<file path="src/rtl/fetch_queue_unit.sv">
// Instruction-fetch front end: owns the PC, issues in-order requests to a
// pipelined instruction memory, queues returned words with their PCs and
// hands them to decode. Redirects flush the queue and discard stale responses.
module fetch_queue_unit #(
  parameter int unsigned     XLEN     = 32,
  parameter int unsigned     DEPTH    = 4,
  parameter logic [XLEN-1:0] RESET_PC = '0
) (
  input  logic            clk,
  input  logic            reset,
  input  logic            redirect_valid,
  input  logic [XLEN-1:0] redirect_target,
  output logic            imem_req_valid,
  input  logic            imem_req_ready,
  output logic [XLEN-1:0] imem_req_addr,
  input  logic            imem_rsp_valid,
  input  logic [XLEN-1:0] imem_rsp_data,
  output logic            out_valid,
  input  logic            out_ready,
  output logic [XLEN-1:0] out_instr,
  output logic [XLEN-1:0] out_pc,
  output logic            busy
);

  localparam int unsigned AW = (DEPTH > 1) ? $clog2(DEPTH) : 1;
  localparam int unsigned CW = AW + 1;
  localparam int unsigned SW = CW + 1;
  localparam logic [CW-1:0] DEPTH_C = CW'(DEPTH);
  localparam logic [SW-1:0] DEPTH_S = SW'(DEPTH);

  logic [XLEN-1:0] req_pc;
  logic [XLEN-1:0] rsp_pc;
  logic [XLEN-1:0] q_instr [DEPTH];
  logic [XLEN-1:0] q_pc    [DEPTH];
  logic [AW-1:0]   wr_ptr;
  logic [AW-1:0]   rd_ptr;
  logic [CW-1:0]   count;
  logic [CW-1:0]   outstanding;
  logic [CW-1:0]   discard;

  logic            req_fire;
  logic            push;
  logic            pop;
  logic            drop;
  logic [SW-1:0]   inflight;
  logic [XLEN-1:0] redirect_pc;
  logic [CW-1:0]   remaining;

  // Credit check, handshakes and the word-aligned redirect address.
  always_comb begin
    inflight       = SW'(count) + SW'(outstanding);
    imem_req_valid = !reset && !redirect_valid && (inflight < DEPTH_S);
    imem_req_addr  = req_pc;
    req_fire       = imem_req_valid && imem_req_ready;
    out_valid      = (count != '0);
    out_instr      = q_instr[rd_ptr];
    out_pc         = q_pc[rd_ptr];
    push           = imem_rsp_valid && (discard == '0) && !redirect_valid;
    drop           = imem_rsp_valid && (discard != '0);
    pop            = out_valid && out_ready && !redirect_valid;
    busy           = (outstanding != '0) || (discard != '0);
    redirect_pc    = redirect_target & ~XLEN'(3);
    remaining      = outstanding - CW'(imem_rsp_valid);
  end

  // PC, queue pointers and fetch bookkeeping; redirect overrides normal flow.
  always_ff @(posedge clk or posedge reset) begin
    if (reset) begin
      req_pc      <= RESET_PC;
      rsp_pc      <= RESET_PC;
      wr_ptr      <= '0;
      rd_ptr      <= '0;
      count       <= '0;
      outstanding <= '0;
      discard     <= '0;
    end else if (redirect_valid) begin
      req_pc      <= redirect_pc;
      rsp_pc      <= redirect_pc;
      wr_ptr      <= '0;
      rd_ptr      <= '0;
      count       <= '0;
      outstanding <= remaining;
      discard     <= remaining;
    end else begin
      if (req_fire) begin
        req_pc <= req_pc + XLEN'(4);
      end
      if (push) begin
        wr_ptr <= wr_ptr + AW'(1);
        rsp_pc <= rsp_pc + XLEN'(4);
      end
      if (pop) begin
        rd_ptr <= rd_ptr + AW'(1);
      end
      if (push && !pop) begin
        count <= count + CW'(1);
      end else if (pop && !push) begin
        count <= count - CW'(1);
      end
      outstanding <= outstanding + CW'(req_fire) - CW'(imem_rsp_valid);
      if (drop) begin
        discard <= discard - CW'(1);
      end
    end
  end

  // Queue storage; contents need no reset since occupancy gates visibility.
  always_ff @(posedge clk) begin
    if (push) begin
      q_instr[wr_ptr] <= imem_rsp_data;
      q_pc[wr_ptr]    <= rsp_pc;
    end
  end

  // Credits must make it impossible to push into a full queue without a pop.
  always_ff @(posedge clk) begin
    if (!reset) begin
      a_no_overflow: assert (!(push && !pop && (count == DEPTH_C)));
    end
  end

endmodule
</file>
<file path="config.mk">
export PLATFORM = sky130hd
export DESIGN_NAME = fetch_queue_unit
export DESIGN_NICKNAME = d
export VERILOG_FILES = /design/src/rtl/fetch_queue_unit.sv
export SDC_FILE = /design/constraint.sdc
export NUM_CORES = 1
export LEC_CHECK = 0
export CORE_ASPECT_RATIO = 0.6
export CORE_MARGIN = 2
export CORE_UTILIZATION = 25
export CTS_CLUSTER_SIZE = 10
export DETAILED_ROUTE_END_ITERATION = 8
export GPL_ROUTABILITY_DRIVEN = 0
export PLACE_DENSITY = 0.43
export SKIP_CTS_REPAIR_TIMING = 1
export SLEW_MARGIN = 25
export SYNTH_ARGS = -nofsm -noshare
export SYNTH_HDL_FRONTEND = slang
export SYNTH_SLANG_ARGS = --single-unit
</file>
<file path="constraint.sdc">
create_clock -name clk -period 4.3 [get_ports clk]
set_input_delay 0.86 -clock clk [delete_from_list [all_inputs] [get_ports clk]]
set_output_delay 0.86 -clock clk [all_outputs]
set_load 0.005 [all_outputs]
</file>
==> metrics <==
Fin Clk Skew 0.0234 ns; crit share post-route 80.7%; simple-gate share of the synthesized area 8.97%; Worst-Skew Late Latency 0.53 ns; CP max FO 27; CTS tree built; dominant cell type by area after synthesis edfxtp_1; drt total wl 33.9 mm; Starting DRT DRC Count 521; r2r setup slk 1.65 ns; starting density of the core 25.4%; Finished Cell Area 17000 um^2; WP data arrival 2.61 ns; Main synth FF type edfxtp_1; placed cell count 1644; total die area 55300 um^2; critical path type register to output pin; Synth area leaders edfxtp_1 56%, dfrtp_1 14%, mux4_2 10%, xnor2_1 1.6%, nand2_1 1.5%; post-synthesis sequential area ratio 69.5%; Die Y 183 um; H-tree depth 2; DRC 0; largest family of logic cells by synthesized area multiplexers; Hold Startpoint imem_req_addr[31]$_DFFE_PP0N_; RR Startpoint outstanding[2]$_DFF_PP0_; CP startpoint rd_ptr[1]$_DFFE_PP0P_; Finished Layout Cells 1702; final setup fails 0; Sw Pwr 2.21 mW; HP Class register to register; Synth top area share 55.8%; IO Port Bufs 162; Netlist cell types 60; TritonCTS Buffers 38; first-pass GRT wire length 51.0 mm; RSZ-0062 raised after global routing false; DP Wirelength 22.2 mm; outcome finished, final reports clean; per-cell routed wire length 19.9 um; # fillers 5117; Sequential Power Share 44.9%; relative slew slack 53.7%; Core Area 52600 um^2; length of the first detailed-routing pass in iterations 4; setup_tns 0 ns; Startpoint Class register; Slew @ Worst Pin 0.689 ns; FF-to-FF path depth 11; Place WS 0.795 ns; Max-Cap Viols 0; Pwr Density 497 nW/um^2; post-layout util 32.3%; initial antenna violation count 0; Synth Warn # 0; Synth Instances 793; Avg Inst Size Synth 16.8 um^2; P_int 6.24 mW; flops & latches, synth 321; area grow syn2layout 27.4%; Worst setup EP type output pin; Final WS setup 0.830 ns; Post-synth EDFFs 248; vias in the first global route 7802; synthesized cell area 13400 um^2; Clock Tree Buf Depth 3; Row Count 65; NumNets Final 1067; mux contribution to synthesized area 11.8%; GRT Overall Usage 12.3%; Async S/R FF share, synth 22.7%; CTS root buf clkbuf_16; Static Leak 5.64 nW; synthesized-area fraction occupied by adder cells 1.61%; Post-DP Area 15900 um^2; Peak VDD IR 0.205 mV; via count 7513; post-route ant nets 0; Synth Area in Compound Gates 3.35%; Critical R2R Capture outstanding[2]$_DFF_PP0_; Gate power share 20.8%; Sw Share 26.1%; clk sinks 321; hold path depth 2; clk slew on worst S/H paths 0.06 ns; share of cells above drive strength 1 16.5%; final hold vios 0; Die X 302 um; worst endpoint required time 3.44 ns; I/O pin cnt 169; pin count of the biggest net entering global routing 67; post-layout min period 3.47 ns; diode count 0; Slew Limit Fails 0; post-synthesis xor/xnor area fraction 2.89%; grt ovf 0; end point of the critical path out_pc[16]; clock power share 34.3%; fmax 0.288 GHz; vias per inst 4.41
## final cells by class
| class | count | area [um^2] | share of cell area (%) |
|---|---|---|---|
| Clock buffer | 53 | 1010 | 5.92 |
| Clock inverter | 5 | 67.6 | 0.397 |
| Inverter | 21 | 78.8 | 0.464 |
| Multi-Input combinational cell | 420 | 3840 | 22.6 |
| Sequential cell | 321 | 9280 | 54.6 |
| Tap cell | 703 | 880 | 5.17 |
| Timing Repair Buffer | 179 | 1840 | 10.8 |
## per-layer routing
metal / up-vias / GRT usage, % / part of all wire (%)
met1: 3858 / 18.9 / 51
li1: 3481 / - / -
met3: 37 / 2.74 / 4.8
met5: - / 0 / 0
met2: 137 / 17.7 / 43
met4: 0 / 2.40 / 1.2
## worst min path at each step
stage	endpoint	slack (ns)
finish	imem_req_addr[31]$_DFFE_PP0N_	0.57
global route	imem_req_addr[31]$_DFFE_PP0N_	0.61
CTS	imem_req_addr[31]$_DFFE_PP0N_	0.56
detailed placement	imem_req_addr[31]$_DFFE_PP0N_	0.55
global placement	imem_req_addr[31]$_DFFE_PP0N_	0.54
floorplan	outstanding[2]$_DFF_PP0_	0.50
## sequential cells by signal, indices dropped and copies added, names as in the netlist
signal,flops
outstanding,3
imem_req_addr,30
rsp_pc,30
rd_ptr,2
count,3
q_instr,128
wr_ptr,2
q_pc,120
discard,3
## through the flow
stage / hold slack (ns) / power (mW)
floorplan: 0.497 / 4.74
global placement: 0.538 / 5.65
detailed placement: 0.551 / 5.66
CTS: 0.565 / 8.62
global route: 0.615 / 8.91
finish: 0.569 / 8.45
## placed cells by master, fill, tap and decap left out, types with 3 or more instances in the layout
cell type and instances:
a21oi_1 7, a31oi_1 4, and2_1 7, and2_4 4, and3_1 8, and4_1 5, buf_12 8, buf_4 9
clkbuf_1 15, clkbuf_16 38, clkdlybuf4s50_1 161, conb_1 4, dfrtp_1 71, edfxtp_1 248, ha_1 14, inv_1 17
inv_2 4, mux2_2 12, mux2i_1 4, mux4_2 62, nand2_1 55, nand2b_1 3, nand3_1 36, nand4_1 18
nor2_1 29, nor3_1 6, nor4_2 3, o211ai_1 11, o21ai_0 28, o21ai_1 7, o311ai_0 8, or3_1 4
or4_1 5, xnor2_1 24, xor2_1 20
## synth_stat cells, types with 6 or more instances
master and n:
xor2_1 20, inv_1 19, edfxtp_1 248, o21ai_0 28
mux2_2 12, o311ai_0 8, nand2_1 55, nor3_1 6
ha_1 14, and2_1 11, nor2_1 30, dfrtp_1 73
o211ai_1 11, o21ai_1 7, buf_2 11, nand3_1 36
a21oi_1 7, mux4_2 62, clkbuf_1 14, and3_1 8
xnor2_1 24, nand4_1 18
## critical path, cell delays in order, from the launching register on
cell,delay (ns)
dfrtp_4,0.73
buf_4,0.40
mux4_2,0.37
clkdlybuf4s50_1,0.51
## power by group through the flow
stage | Combinational [mW] | Sequential (mW) | Clock [mW]
floorplan | 0.983 | 3.76 | 0
global placement | 1.80 | 3.86 | 0
detailed placement | 1.80 | 3.86 | 0
CTS | 1.81 | 3.80 | 3.01
global route | 1.93 | 3.83 | 3.15
finish | 1.76 | 3.80 | 2.90
## cell families after synthesis
group,after synthesis
DFF,321
other,1
and+or+nand+nor,207
adders and majority gates,16
xor gates and xnor gates,44
AOI/OAI and AO/OA,71
buffers and inverters,55
muxes,78
No activity file was read; power rests on OpenSTA's default activity.
